==> config.mk <==
export PLATFORM = sky130hd
export DESIGN_NAME = menu_niveles_param_flat
export DESIGN_NICKNAME = d
export VERILOG_FILES = /design/src/rtl/menu_niveles_param_pkg.sv /design/src/rtl/menu_niveles_param_if.sv /design/src/rtl/menu_niveles_param_flanco_subida.sv /design/src/rtl/menu_niveles_param.sv /design/src/flat_wrapper.sv
export SDC_FILE = /design/constraint.sdc
export NUM_CORES = 1
export LEC_CHECK = 0
export ABC_AREA = 1
export CORE_MARGIN = 2
export CORE_UTILIZATION = 40
export DETAILED_ROUTE_END_ITERATION = 8
export SLEW_MARGIN = 25
export SYNTH_ARGS = -nofsm -noshare
export SYNTH_HDL_FRONTEND = slang
export SYNTH_SLANG_ARGS = --single-unit
==> constraint.sdc <==
create_clock -name MN_CLOCK_50 -period 3.85 [get_ports MN_CLOCK_50]
set_clock_uncertainty 0.2 [all_clocks]
set_input_delay 1.155 -clock MN_CLOCK_50 [delete_from_list [all_inputs] [get_ports MN_CLOCK_50]]
set_output_delay 1.155 -clock MN_CLOCK_50 [all_outputs]
set_load 0.01 [all_outputs]
==> src/rtl/menu_niveles_param_pkg.sv <==
// Screen codes shared by the menu controller and the video block, plus a
// width helper for deriving counter widths from their maximum values.
package menu_pkg;

   typedef enum logic [2:0] {
      INICIO    = 3'b000,
      SELECCION = 3'b001,
      CARGA     = 3'b010,
      JUEGO     = 3'b111,
      GANAR     = 3'b101,
      PERDER    = 3'b110,
      FINALIZAR = 3'b100
   } estado_t;

   // Bits needed to represent values 0..v-1, never less than 1.
   function automatic int clog2(input longint unsigned v);
      int r;
      longint unsigned x;
      r = 0;
      x = 1;
      while (x < v) begin
         x = x << 1;
         r = r + 1;
      end
      return (r < 1) ? 1 : r;
   endfunction

endpackage

==> src/rtl/menu_niveles_param_if.sv <==
// Front-panel buttons and game-core flags in; screen code, level, load
// strobe and lives out.
interface menu_niveles_param_if #(
   parameter int LVL_W   = 2,
   parameter int LIVES_W = 2
);
   logic               MN_START;
   logic               MN_UP;
   logic               MN_DOWN;
   logic               MN_GANO;
   logic               MN_PERDIO;
   logic [2:0]         MN_ESTADO_OUT;
   logic [LVL_W-1:0]   MN_NVL_OUT;
   logic               MN_CN_OUT;
   logic [LIVES_W-1:0] MN_VIDAS_OUT;

   modport master (
      output MN_START, MN_UP, MN_DOWN, MN_GANO, MN_PERDIO,
      input  MN_ESTADO_OUT, MN_NVL_OUT, MN_CN_OUT, MN_VIDAS_OUT
   );

   modport slave (
      input  MN_START, MN_UP, MN_DOWN, MN_GANO, MN_PERDIO,
      output MN_ESTADO_OUT, MN_NVL_OUT, MN_CN_OUT, MN_VIDAS_OUT
   );
endinterface

==> src/rtl/menu_niveles_param_flanco_subida.sv <==
// Rising-edge detector for one debounced button. History resets to 1 so a
// button held through reset never produces a pulse.
module flanco_subida (
   input  logic clk,
   input  logic rst_n,
   input  logic nivel,
   output logic pulso
);
   logic previo;

   always_ff @(posedge clk or negedge rst_n) begin
      if (!rst_n) previo <= 1'b1;
      else        previo <= nivel;
   end

   assign pulso = nivel & ~previo;
endmodule

==> src/rtl/menu_niveles_param.sv <==
// Menu / game-flow controller: level select with wrap, lives with retry,
// campaign advance and timed auto-exit from the win/lose screens.
module menu_niveles_param
   import menu_pkg::*;
#(
   parameter int NUM_LEVELS = 4,
   parameter int LVL_W      = clog2(NUM_LEVELS),
   parameter int LIVES      = 3,
   parameter int LIVES_W    = clog2(LIVES + 1),
   parameter int TIMEOUT    = 150000000,
   parameter int TIMER_W    = clog2(TIMEOUT + 1)
) (
   input  logic             MN_CLOCK_50,
   input  logic             MN_RESET_N,
   menu_niveles_param_if.slave bus
);
   localparam logic [LVL_W-1:0]   LVL_LAST  = LVL_W'(NUM_LEVELS - 1);
   localparam logic [LIVES_W-1:0] LIVES_INI = LIVES_W'(LIVES);
   localparam logic [TIMER_W-1:0] T_LAST    = (TIMEOUT == 0) ? '0 : TIMER_W'(TIMEOUT - 1);
   localparam logic [TIMER_W-1:0] T_MAX     = '1;

   estado_t             state;
   logic [LVL_W-1:0]    level;
   logic [LIVES_W-1:0]  lives;
   logic [TIMER_W-1:0]  timer;
   logic                start_p, up_p, down_p;
   logic                timeout_hit;
   logic [LVL_W-1:0]    level_inc, level_dec;

   flanco_subida u_start (.clk(MN_CLOCK_50), .rst_n(MN_RESET_N), .nivel(bus.MN_START), .pulso(start_p));
   flanco_subida u_up    (.clk(MN_CLOCK_50), .rst_n(MN_RESET_N), .nivel(bus.MN_UP),    .pulso(up_p));
   flanco_subida u_down  (.clk(MN_CLOCK_50), .rst_n(MN_RESET_N), .nivel(bus.MN_DOWN),  .pulso(down_p));

   assign level_inc   = (level == LVL_LAST) ? '0 : level + 1'b1;
   assign level_dec   = (level == '0) ? LVL_LAST : level - 1'b1;
   assign timeout_hit = (TIMEOUT != 0) && (timer == T_LAST);

   always_ff @(posedge MN_CLOCK_50 or negedge MN_RESET_N) begin
      if (!MN_RESET_N) begin
         state <= INICIO;
         level <= '0;
         lives <= LIVES_INI;
         timer <= '0;
      end else begin
         case (state)
            INICIO: begin
               if (start_p) begin
                  state <= SELECCION;
                  level <= '0;
               end
            end
            SELECCION: begin
               if (start_p) begin
                  lives <= LIVES_INI;
                  state <= CARGA;
               end else if (up_p ^ down_p) begin
                  level <= down_p ? level_inc : level_dec;
               end
            end
            CARGA: state <= JUEGO;
            JUEGO: begin
               // A win outranks a simultaneous life loss.
               if (bus.MN_GANO) begin
                  if (level == LVL_LAST) begin
                     state <= GANAR;
                     timer <= '0;
                  end else begin
                     level <= level_inc;
                     state <= CARGA;
                  end
               end else if (bus.MN_PERDIO) begin
                  if (lives == LIVES_W'(1)) begin
                     lives <= '0;
                     state <= PERDER;
                     timer <= '0;
                  end else begin
                     lives <= lives - 1'b1;
                     state <= CARGA;
                  end
               end
            end
            GANAR, PERDER: begin
               if (start_p || timeout_hit) state <= FINALIZAR;
               if (timer != T_MAX) timer <= timer + 1'b1;
            end
            FINALIZAR: begin
               state <= INICIO;
               level <= '0;
               lives <= LIVES_INI;
               timer <= '0;
            end
            default: state <= INICIO;
         endcase
      end
   end

   assign bus.MN_ESTADO_OUT = state;
   assign bus.MN_NVL_OUT    = level;
   assign bus.MN_CN_OUT     = (state == CARGA) || (state == FINALIZAR);
   assign bus.MN_VIDAS_OUT  = lives;
endmodule
==> src/flat_wrapper.sv <==
// flat-port wrapper written by rule: the top's interface ports become plain ports
module menu_niveles_param_flat import menu_pkg::*;
#(
   parameter int NUM_LEVELS = 4,
   parameter int LVL_W      = clog2(NUM_LEVELS),
   parameter int LIVES      = 3,
   parameter int LIVES_W    = clog2(LIVES + 1),
   parameter int TIMEOUT    = 150000000,
   parameter int TIMER_W    = clog2(TIMEOUT + 1)
)
  (MN_CLOCK_50, MN_RESET_N, bus_MN_START, bus_MN_UP, bus_MN_DOWN, bus_MN_GANO, bus_MN_PERDIO, bus_MN_ESTADO_OUT, bus_MN_NVL_OUT, bus_MN_CN_OUT, bus_MN_VIDAS_OUT);
  menu_niveles_param_if #(.LVL_W(LVL_W), .LIVES_W(LIVES_W)) bus_i ();
  input  logic MN_CLOCK_50;
  input  logic MN_RESET_N;
  input wire logic [$bits(bus_i.MN_START)-1:0] bus_MN_START;
  input wire logic [$bits(bus_i.MN_UP)-1:0] bus_MN_UP;
  input wire logic [$bits(bus_i.MN_DOWN)-1:0] bus_MN_DOWN;
  input wire logic [$bits(bus_i.MN_GANO)-1:0] bus_MN_GANO;
  input wire logic [$bits(bus_i.MN_PERDIO)-1:0] bus_MN_PERDIO;
  output wire logic [$bits(bus_i.MN_ESTADO_OUT)-1:0] bus_MN_ESTADO_OUT;
  output wire logic [$bits(bus_i.MN_NVL_OUT)-1:0] bus_MN_NVL_OUT;
  output wire logic [$bits(bus_i.MN_CN_OUT)-1:0] bus_MN_CN_OUT;
  output wire logic [$bits(bus_i.MN_VIDAS_OUT)-1:0] bus_MN_VIDAS_OUT;
  assign bus_i.MN_START = bus_MN_START;
  assign bus_i.MN_UP = bus_MN_UP;
  assign bus_i.MN_DOWN = bus_MN_DOWN;
  assign bus_i.MN_GANO = bus_MN_GANO;
  assign bus_i.MN_PERDIO = bus_MN_PERDIO;
  assign bus_MN_ESTADO_OUT = bus_i.MN_ESTADO_OUT;
  assign bus_MN_NVL_OUT = bus_i.MN_NVL_OUT;
  assign bus_MN_CN_OUT = bus_i.MN_CN_OUT;
  assign bus_MN_VIDAS_OUT = bus_i.MN_VIDAS_OUT;
  menu_niveles_param #(.NUM_LEVELS(NUM_LEVELS), .LVL_W(LVL_W), .LIVES(LIVES), .LIVES_W(LIVES_W), .TIMEOUT(TIMEOUT), .TIMER_W(TIMER_W)) u_core (.MN_CLOCK_50(MN_CLOCK_50), .MN_RESET_N(MN_RESET_N), .bus(bus_i));
endmodule
==> metrics.txt, run 1 <==
# TYPE chip_impl_metric gauge
chip_impl_info{name="outcome",value="complete, no violations"} 1
chip_impl_metric{name="post-route-util",unit=""} 0.4558
chip_impl_metric{name="ys_seq_area_frac",unit=""} 0.3662
chip_impl_metric{name="max_slew_margin",unit=""} 0.4234
chip_impl_metric{name="synth-xor-area-share",unit=""} 0.05361
chip_impl_metric{name="fp-row-count",unit=""} 29
chip_impl_metric{name="finalWirelength",unit="mm"} 5.935
chip_impl_metric{name="synth-seq-cells",unit=""} 38
chip_impl_metric{name="power",unit="mW"} 1.617
chip_impl_info{name="rsz0062_at_grt",value="no"} 1
chip_impl_metric{name="post-dp-hpwl",unit="mm"} 4.413
chip_impl_metric{name="maximum_number_of_pins_on_one_net_before_global_route_repair",unit=""} 39
chip_impl_metric{name="final_layout_size_suffix_gt1_frac",unit=""} 0.1553
chip_impl_metric{name="clk_latency_worst_skew_pair",unit="ps"} 300
chip_impl_metric{name="cts_max_level",unit=""} 2
chip_impl_info{name="hold_class",value="reg2reg"} 1
chip_impl_metric{name="pwrdens",unit="mW/mm^2"} 558.6
chip_impl_metric{name="io_buffer_count",unit=""} 14
chip_impl_info{name="final_common_cell",value="nand2_1"} 1
chip_impl_info{name="tritoncts",value="built"} 1
chip_impl_metric{name="cts_max_path_buffers",unit=""} 2
chip_impl_metric{name="numClockSinks",unit=""} 38
chip_impl_metric{name="global_routing_usage_summed_across_all_routing_layers",unit=""} 0.1769
chip_impl_metric{name="ant_diodes",unit=""} 0
chip_impl_metric{name="setup_tns",unit="ps"} 0
chip_impl_metric{name="first_global_vias",unit=""} 2225
chip_impl_metric{name="yosys.area_share.simple",unit=""} 0.3935
chip_impl_metric{name="start_util",unit=""} 0.4116
chip_impl_metric{name="avgSynthCellArea",unit="um^2"} 7.240
chip_impl_info{name="layout.cells.most_common_list",value="nand2_1 (112), nor2_1 (46), inv_1 (36)"} 1
chip_impl_metric{name="drtIter0Drc",unit=""} 130
chip_impl_metric{name="drt_pass1_iterations",unit=""} 6
chip_impl_metric{name="clk_pin_slew",unit="ps"} 80
chip_impl_metric{name="worst_ep_arrival_time",unit="ps"} 1710
chip_impl_metric{name="synth.lib_cells_used.distinct",unit=""} 31
chip_impl_metric{name="synth_fa_ha_area_frac",unit=""} 0.01915
chip_impl_metric{name="min_period_over_period",unit=""} 0.7950
chip_impl_metric{name="setup_fix_bufs_post_cts",unit=""} 0
chip_impl_info{name="timing.critical_path.to_type",value="primary output"} 1
chip_impl_metric{name="grt_first_pass_wirelength",unit="mm"} 10.26
chip_impl_metric{name="max_slew.worst_pin.slew",unit="ps"} 865.0
chip_impl_info{name="clk_root_buffer_cell",value="clkbuf_8"} 1
chip_impl_metric{name="cap_violations",unit=""} 0
chip_impl_metric{name="critPathMaxFanout",unit=""} 5
chip_impl_info{name="synth_largest_area_cell",value="dfrtp_1"} 1
chip_impl_metric{name="fp.dieH",unit="um"} 84.84
chip_impl_metric{name="multiInputGateArea",unit="mm^2"} 0.001456
chip_impl_metric{name="critical_path_required",unit="ps"} 2490
chip_impl_metric{name="numPlacedInstances",unit=""} 449
chip_impl_metric{name="p_leak",unit="nW"} 1.266
chip_impl_metric{name="synth_fp_nets",unit=""} 372
chip_impl_metric{name="fin_crit",unit="ps"} 3061
chip_impl_metric{name="setup_viols_final",unit=""} 0
chip_impl_metric{name="power.ir.vdd_worst",unit="V"} 0.0003727
chip_impl_metric{name="synth.area.mux_share",unit=""} 0
chip_impl_metric{name="detail-route-antenna-nets",unit=""} 0
chip_impl_info{name="critical_path_launch_point_type",value="flop"} 1
chip_impl_metric{name="layoutNonFillerInstCount",unit=""} 457
chip_impl_metric{name="synth_largest_type_area_fraction",unit=""} 0.3159
chip_impl_metric{name="final_hold_vios",unit=""} 0
chip_impl_metric{name="seqCellArea",unit="um^2"} 957.2
chip_impl_metric{name="layout-area-overhead-vs-synth",unit="%"} 10.72
chip_impl_metric{name="num-fill-cells",unit=""} 655
chip_impl_metric{name="grt_antenna_before_repair",unit=""} 0
chip_impl_metric{name="synth-compound-area-share",unit=""} 0.09095
chip_impl_metric{name="peak_clock_frequency_supported_by_timing",unit="MHz"} 326.7
chip_impl_metric{name="gp_congestion",unit=""} 0.8837
chip_impl_metric{name="overflow",unit=""} 0
chip_impl_metric{name="cts_hold_buf",unit=""} 0
chip_impl_metric{name="design.final.nets",unit=""} 390
chip_impl_metric{name="routed_via_density",unit=""} 5.015
chip_impl_metric{name="synthesis.instances",unit=""} 361
chip_impl_metric{name="route.vias.total",unit=""} 2292
chip_impl_metric{name="cts_resized",unit=""} 0
chip_impl_metric{name="cts_buffers",unit=""} 5
chip_impl_info{name="synth_top_family_by_area",value="simple AND/OR/NAND/NOR gates"} 1
chip_impl_metric{name="routedWlPerCell",unit="um"} 12.99
chip_impl_metric{name="yosys_warnings",unit=""} 0
chip_impl_metric{name="holdWs",unit="ps"} 304.3
chip_impl_metric{name="report.final.slew_viol_count",unit=""} 0
chip_impl_metric{name="die_x",unit="um"} 84.84
chip_impl_metric{name="drc",unit=""} 0
chip_impl_metric{name="mappedNetlistArea",unit="mm^2"} 0.002614
chip_impl_metric{name="fp.coreArea",unit="mm^2"} 0.006350
chip_impl_info{name="synth.top_cells.by_area",value="dfrtp_1 (32%), nand2_1 (16%), nor2_1 (6.6%), inv_1 (5.2%), dfstp_2 (5.0%)"} 1
chip_impl_metric{name="dieArea",unit="mm^2"} 0.007197
chip_impl_info{name="worstSetupPathType",value="reg2out"} 1
chip_impl_metric{name="io-pin-count",unit=""} 15
## worst max-delay path: stages, from the launching register on
cell	delay, ps
dfrtp_1	430
inv_1	120
nor2_1	130
nand2_1	80
o21ai_0	80
clkdlybuf4s50_1	560
## worst paths after layout
kind / cells past startpoint / startpoint / end / slack [ps]
max in group asynchronous: 1 / MN_RESET_N / u_core.timer[12]$_DFFE_PN0P_ / 2140
min in group asynchronous: 1 / MN_RESET_N / u_core.timer[2]$_DFFE_PN0P_ / 770
worst min-delay path: 2 / u_core.bus.MN_VIDAS_OUT[1]$_DFFE_PN1P_ / u_core.bus.MN_VIDAS_OUT[1]$_DFFE_PN1P_ / 300
worst max register to register: 9 / u_core.bus.MN_VIDAS_OUT[0]$_DFFE_PN1P_ / u_core.timer[19]$_DFFE_PN0P_ / 1650
worst min register to register: 2 / u_core.bus.MN_VIDAS_OUT[1]$_DFFE_PN1P_ / u_core.bus.MN_VIDAS_OUT[1]$_DFFE_PN1P_ / 300
worst max-delay path: 5 / u_core.bus.MN_ESTADO_OUT[1]$_DFFE_PN0P_ / bus_MN_CN_OUT / 790
## power breakdown
part / internal [mW] / switching, mW
Sequential: 0.503 / 0.139
Clock: 0.145 / 0.145
Combinational: 0.267 / 0.419
Total: 0.915 / 0.702
## final cells by class
cell class	instances	area share
multi-input combinational	278	0.5032
sequential	38	0.3307
inverter	42	0.05447
timing repair buffer	14	0.04669
tap	77	0.03329
clock buffer	7	0.02983
clock inverter	1	0.001729
## synth_stat cells
master	instances
and2_1	1
dfrtp_1	33
o22ai_1	3
nor2_1	46
buf_6	2
nand2_4	1
nand3_4	2
nor3_1	4
buf_12	1
inv_2	6
nor2_8	1
nand2_8	1
nand3_1	22
nor2_4	3
inv_1	36
nand3_2	1
nand2_1	112
nor2_2	4
or2_2	1
ha_1	4
xnor2_1	10
o21ai_2	11
dfstp_2	5
o211ai_1	2
nand4_1	7
xor2_1	6
o21ai_1	7
o21ai_0	11
a21oi_1	2
nand2_2	15
o31ai_1	1
## metal layers
layer / wire (um) / track usage / up-vias
met5: 0 / 0 / -
met4: 43 / 0.03030 / 0
met3: 239 / 0.04377 / 6
met2: 2814 / 0.3014 / 51
met1: 2838 / 0.2319 / 1058
li1: - / - / 1177
## cell families (layout without fill, tap and decap cells)
| group | Yosys count | in the layout |
|---|---|---|
| adders and majority gates | 4 | 4 |
| DFF | 38 | 38 |
| and+or+nand+nor | 221 | 221 |
| AOI/OAI and AO/OA | 37 | 37 |
| xor gates and xnor gates | 16 | 16 |
| buffers and inverters | 45 | 64 |
## flip-flops by register name (all words and copies together), names as in the netlist
register and flops:
u_core.bus.MN_ESTADO_OUT 3, u_core.bus.MN_NVL_OUT 2, u_core.bus.MN_VIDAS_OUT 2, u_core.timer 28, u_core.u_down.previo 1, u_core.u_start.previo 1, u_core.u_up.previo 1
## metrics by stage
| stage | area [um^2] | setup slack [ps] |
|---|---|---|
| 6_report | 2894 | 789.4 |
| 5_1_grt | 2894 | 701.0 |
| 4_1_cts | 2894 | 782.7 |
| 3_5_place_dp | 2803 | 730.1 |
| 3_3_place_gp | 2803 | 773.6 |
| 2_1_floorplan | 2614 | 1567 |
Power figures use the tool's default switching activity.
==> inputs of run 2 (changes only) <==
==> constraint.sdc (replaced) <==
create_clock -name MN_CLOCK_50 -period 3.1 [get_ports MN_CLOCK_50]
set_clock_uncertainty 0.2 [all_clocks]
set_input_delay 0.93 -clock MN_CLOCK_50 [delete_from_list [all_inputs] [get_ports MN_CLOCK_50]]
set_output_delay 0.93 -clock MN_CLOCK_50 [all_outputs]
set_load 0.01 [all_outputs]
==> run 2 against run 1 <==
Compared with the run above: combinational power up 25%; worst hold slack worse by 4.0 ps; cell count up 0.22%; critical endpoint unchanged.
==> metrics.txt, run 2 (synthesized netlist as in run 1, its figures left out) <==
# TYPE chip_impl_metric gauge
chip_impl_metric{name="design.final.nets",unit=""} 391
chip_impl_metric{name="global_routing_usage_summed_across_all_routing_layers",unit=""} 0.1845
chip_impl_info{name="tritoncts",value="built"} 1
chip_impl_metric{name="io-pin-count",unit=""} 15
chip_impl_metric{name="fp-row-count",unit=""} 29
chip_impl_metric{name="final_hold_vios",unit=""} 0
chip_impl_info{name="timing.critical_path.to_type",value="primary output"} 1
chip_impl_info{name="critical_path_launch_point_type",value="flop"} 1
chip_impl_metric{name="first_global_vias",unit=""} 2376
chip_impl_metric{name="setup_tns",unit="ps"} 0
chip_impl_metric{name="fin_crit",unit="ps"} 2861
chip_impl_metric{name="peak_clock_frequency_supported_by_timing",unit="MHz"} 349.5
chip_impl_metric{name="fp.dieH",unit="um"} 84.84
chip_impl_metric{name="largest_reg_flops",unit=""} 28
chip_impl_metric{name="setup_viols_final",unit=""} 0
chip_impl_metric{name="worst_ep_arrival_time",unit="ps"} 1730
chip_impl_metric{name="power",unit="mW"} 2.051
chip_impl_metric{name="post-dp-hpwl",unit="mm"} 4.471
chip_impl_metric{name="max_slew_margin",unit=""} 0.4307
chip_impl_info{name="clk_root_buffer_cell",value="clkbuf_8"} 1
chip_impl_metric{name="critical_path_required",unit="ps"} 1970
chip_impl_metric{name="grt_first_pass_wirelength",unit="mm"} 10.72
chip_impl_metric{name="cts_hold_buf",unit=""} 0
chip_impl_metric{name="dieArea",unit="mm^2"} 0.007197
chip_impl_metric{name="finalWirelength",unit="mm"} 5.903
chip_impl_metric{name="drc",unit=""} 0
chip_impl_info{name="rsz0062_at_grt",value="no"} 1
chip_impl_metric{name="cts_max_level",unit=""} 2
chip_impl_metric{name="drtIter0Drc",unit=""} 96
chip_impl_metric{name="cap_violations",unit=""} 0
chip_impl_info{name="worstSetupPathType",value="reg2out"} 1
chip_impl_metric{name="clk_pin_slew",unit="ps"} 70
chip_impl_metric{name="layout-area-overhead-vs-synth",unit="%"} 11.73
chip_impl_metric{name="cts_buffers",unit=""} 5
chip_impl_metric{name="die_x",unit="um"} 84.84
chip_impl_metric{name="holdWs",unit="ps"} 300.3
chip_impl_metric{name="critPathMaxFanout",unit=""} 5
chip_impl_metric{name="cts_max_path_buffers",unit=""} 2
chip_impl_metric{name="clk_latency_worst_skew_pair",unit="ps"} 290
chip_impl_metric{name="final_layout_size_suffix_gt1_frac",unit=""} 0.1601
chip_impl_metric{name="gp_congestion",unit=""} 0.9233
chip_impl_metric{name="min_period_over_period",unit=""} 0.9229
chip_impl_info{name="final_common_cell",value="nand2_1"} 1
chip_impl_metric{name="detail-route-antenna-nets",unit=""} 0
chip_impl_info{name="layout.cells.most_common_list",value="nand2_1 (112), nor2_1 (46), inv_1 (36)"} 1
chip_impl_metric{name="layoutNonFillerInstCount",unit=""} 458
chip_impl_metric{name="ant_diodes",unit=""} 0
chip_impl_metric{name="routed_via_density",unit=""} 4.937
chip_impl_metric{name="route.vias.total",unit=""} 2261
chip_impl_metric{name="maximum_number_of_pins_on_one_net_before_global_route_repair",unit=""} 39
chip_impl_info{name="hold_class",value="reg2reg"} 1
chip_impl_info{name="outcome",value="complete, no violations"} 1
chip_impl_metric{name="grt_antenna_before_repair",unit=""} 0
chip_impl_metric{name="p_leak",unit="nW"} 1.279
chip_impl_metric{name="overflow",unit=""} 0
chip_impl_metric{name="power.ir.vdd_worst",unit="V"} 0.0004058
chip_impl_metric{name="drt_pass1_iterations",unit=""} 4
chip_impl_metric{name="start_util",unit=""} 0.4116
chip_impl_metric{name="io_buffer_count",unit=""} 14
chip_impl_metric{name="num-fill-cells",unit=""} 660
chip_impl_metric{name="routedWlPerCell",unit="um"} 12.89
chip_impl_metric{name="cts_resized",unit=""} 0
chip_impl_metric{name="fp.coreArea",unit="mm^2"} 0.006350
chip_impl_info{name="top_register",value="u_core.timer"} 1
chip_impl_metric{name="numClockSinks",unit=""} 38
chip_impl_metric{name="max_slew.worst_pin.slew",unit="ps"} 854.0
chip_impl_metric{name="numPlacedInstances",unit=""} 450
chip_impl_metric{name="setup_fix_bufs_post_cts",unit=""} 0
chip_impl_metric{name="pwrdens",unit="mW/mm^2"} 702.3
chip_impl_metric{name="report.final.slew_viol_count",unit=""} 0
## run 2: changes by cell type in the layout (fill, tap and decap cells not counted)
cell,previous run,this run
clkbuf_1,1,0
clkinv_2,1,0
buf_4,0,1
clkbuf_8,6,8
## run 2: path summary, 6_finish.rpt
kind | depth (start not counted) | end | startpoint | slack [ps]
setup / recovery | 5 | bus_MN_CN_OUT | u_core.bus.MN_ESTADO_OUT[1]$_DFFE_PN0P_ | 240
hold / removal | 2 | u_core.bus.MN_VIDAS_OUT[1]$_DFFE_PN1P_ | u_core.bus.MN_VIDAS_OUT[1]$_DFFE_PN1P_ | 300
setup reg to reg | 8 | u_core.timer[3]$_DFFE_PN0P_ | u_core.bus.MN_VIDAS_OUT[0]$_DFFE_PN1P_ | 1010
hold reg to reg | 2 | u_core.bus.MN_VIDAS_OUT[1]$_DFFE_PN1P_ | u_core.bus.MN_VIDAS_OUT[1]$_DFFE_PN1P_ | 300
max in group asynchronous | 1 | u_core.bus.MN_NVL_OUT[0]$_DFFE_PN0P_ | MN_RESET_N | 1620
min in group asynchronous | 1 | u_core.timer[4]$_DFFE_PN0P_ | MN_RESET_N | 550
## run 2: worst max-delay path, stage by stage (launching register included)
cell	delay, ps
dfrtp_1	440
inv_1	130
nor2_1	140
nand2_1	90
o21ai_0	80
clkdlybuf4s50_1	560
## run 2: final cells by class
type,instances,area [um^2],share of cell area
Tap cell,77,96.34,0.03299
Multi-Input combinational cell,278,1456,0.4987
Inverter,42,157.7,0.05398
Timing Repair Buffer,15,142.6,0.04884
Clock buffer,8,110.1,0.03770
Sequential cell,38,957.2,0.3278
## run 2: metal layers
| layer | GRT usage | part of all wire | up-vias |
|---|---|---|---|
| li1 | - | - | 1184 |
| met1 | 0.2386 | 0.47 | 1025 |
| met2 | 0.3164 | 0.48 | 39 |
| met3 | 0.03113 | 0.028 | 13 |
| met4 | 0.05772 | 0.021 | 0 |
| met5 | 0 | 0 | - |
## run 2: stage by stage
stage	util	cell area (um^2)	setup slack, ps
6_report	0.4599	2920	238.9
5_1_grt	0.4599	2920	180.3
4_1_cts	0.4599	2920	256.1
3_5_place_dp	0.4426	2810	310.0
3_3_place_gp	0.4426	2810	354.0
2_1_floorplan	-	2614	1042
## run 2: power by group
group / internal [mW] / switching, mW
Clock: 0.225 / 0.175
Combinational: 0.335 / 0.522
Sequential: 0.625 / 0.169
==> inputs of run 3 (changes only) <==
--- a/config.mk
+++ b/config.mk
@@ -9,7 +9,6 @@
 export CORE_MARGIN = 2
 export CORE_UTILIZATION = 40
 export DETAILED_ROUTE_END_ITERATION = 8
-export SLEW_MARGIN = 25
 export SYNTH_ARGS = -nofsm -noshare
 export SYNTH_HDL_FRONTEND = slang
 export SYNTH_SLANG_ARGS = --single-unit
==> results of run 3 <==
No change in the layout: final DEF, timing and power equal those of run 2.
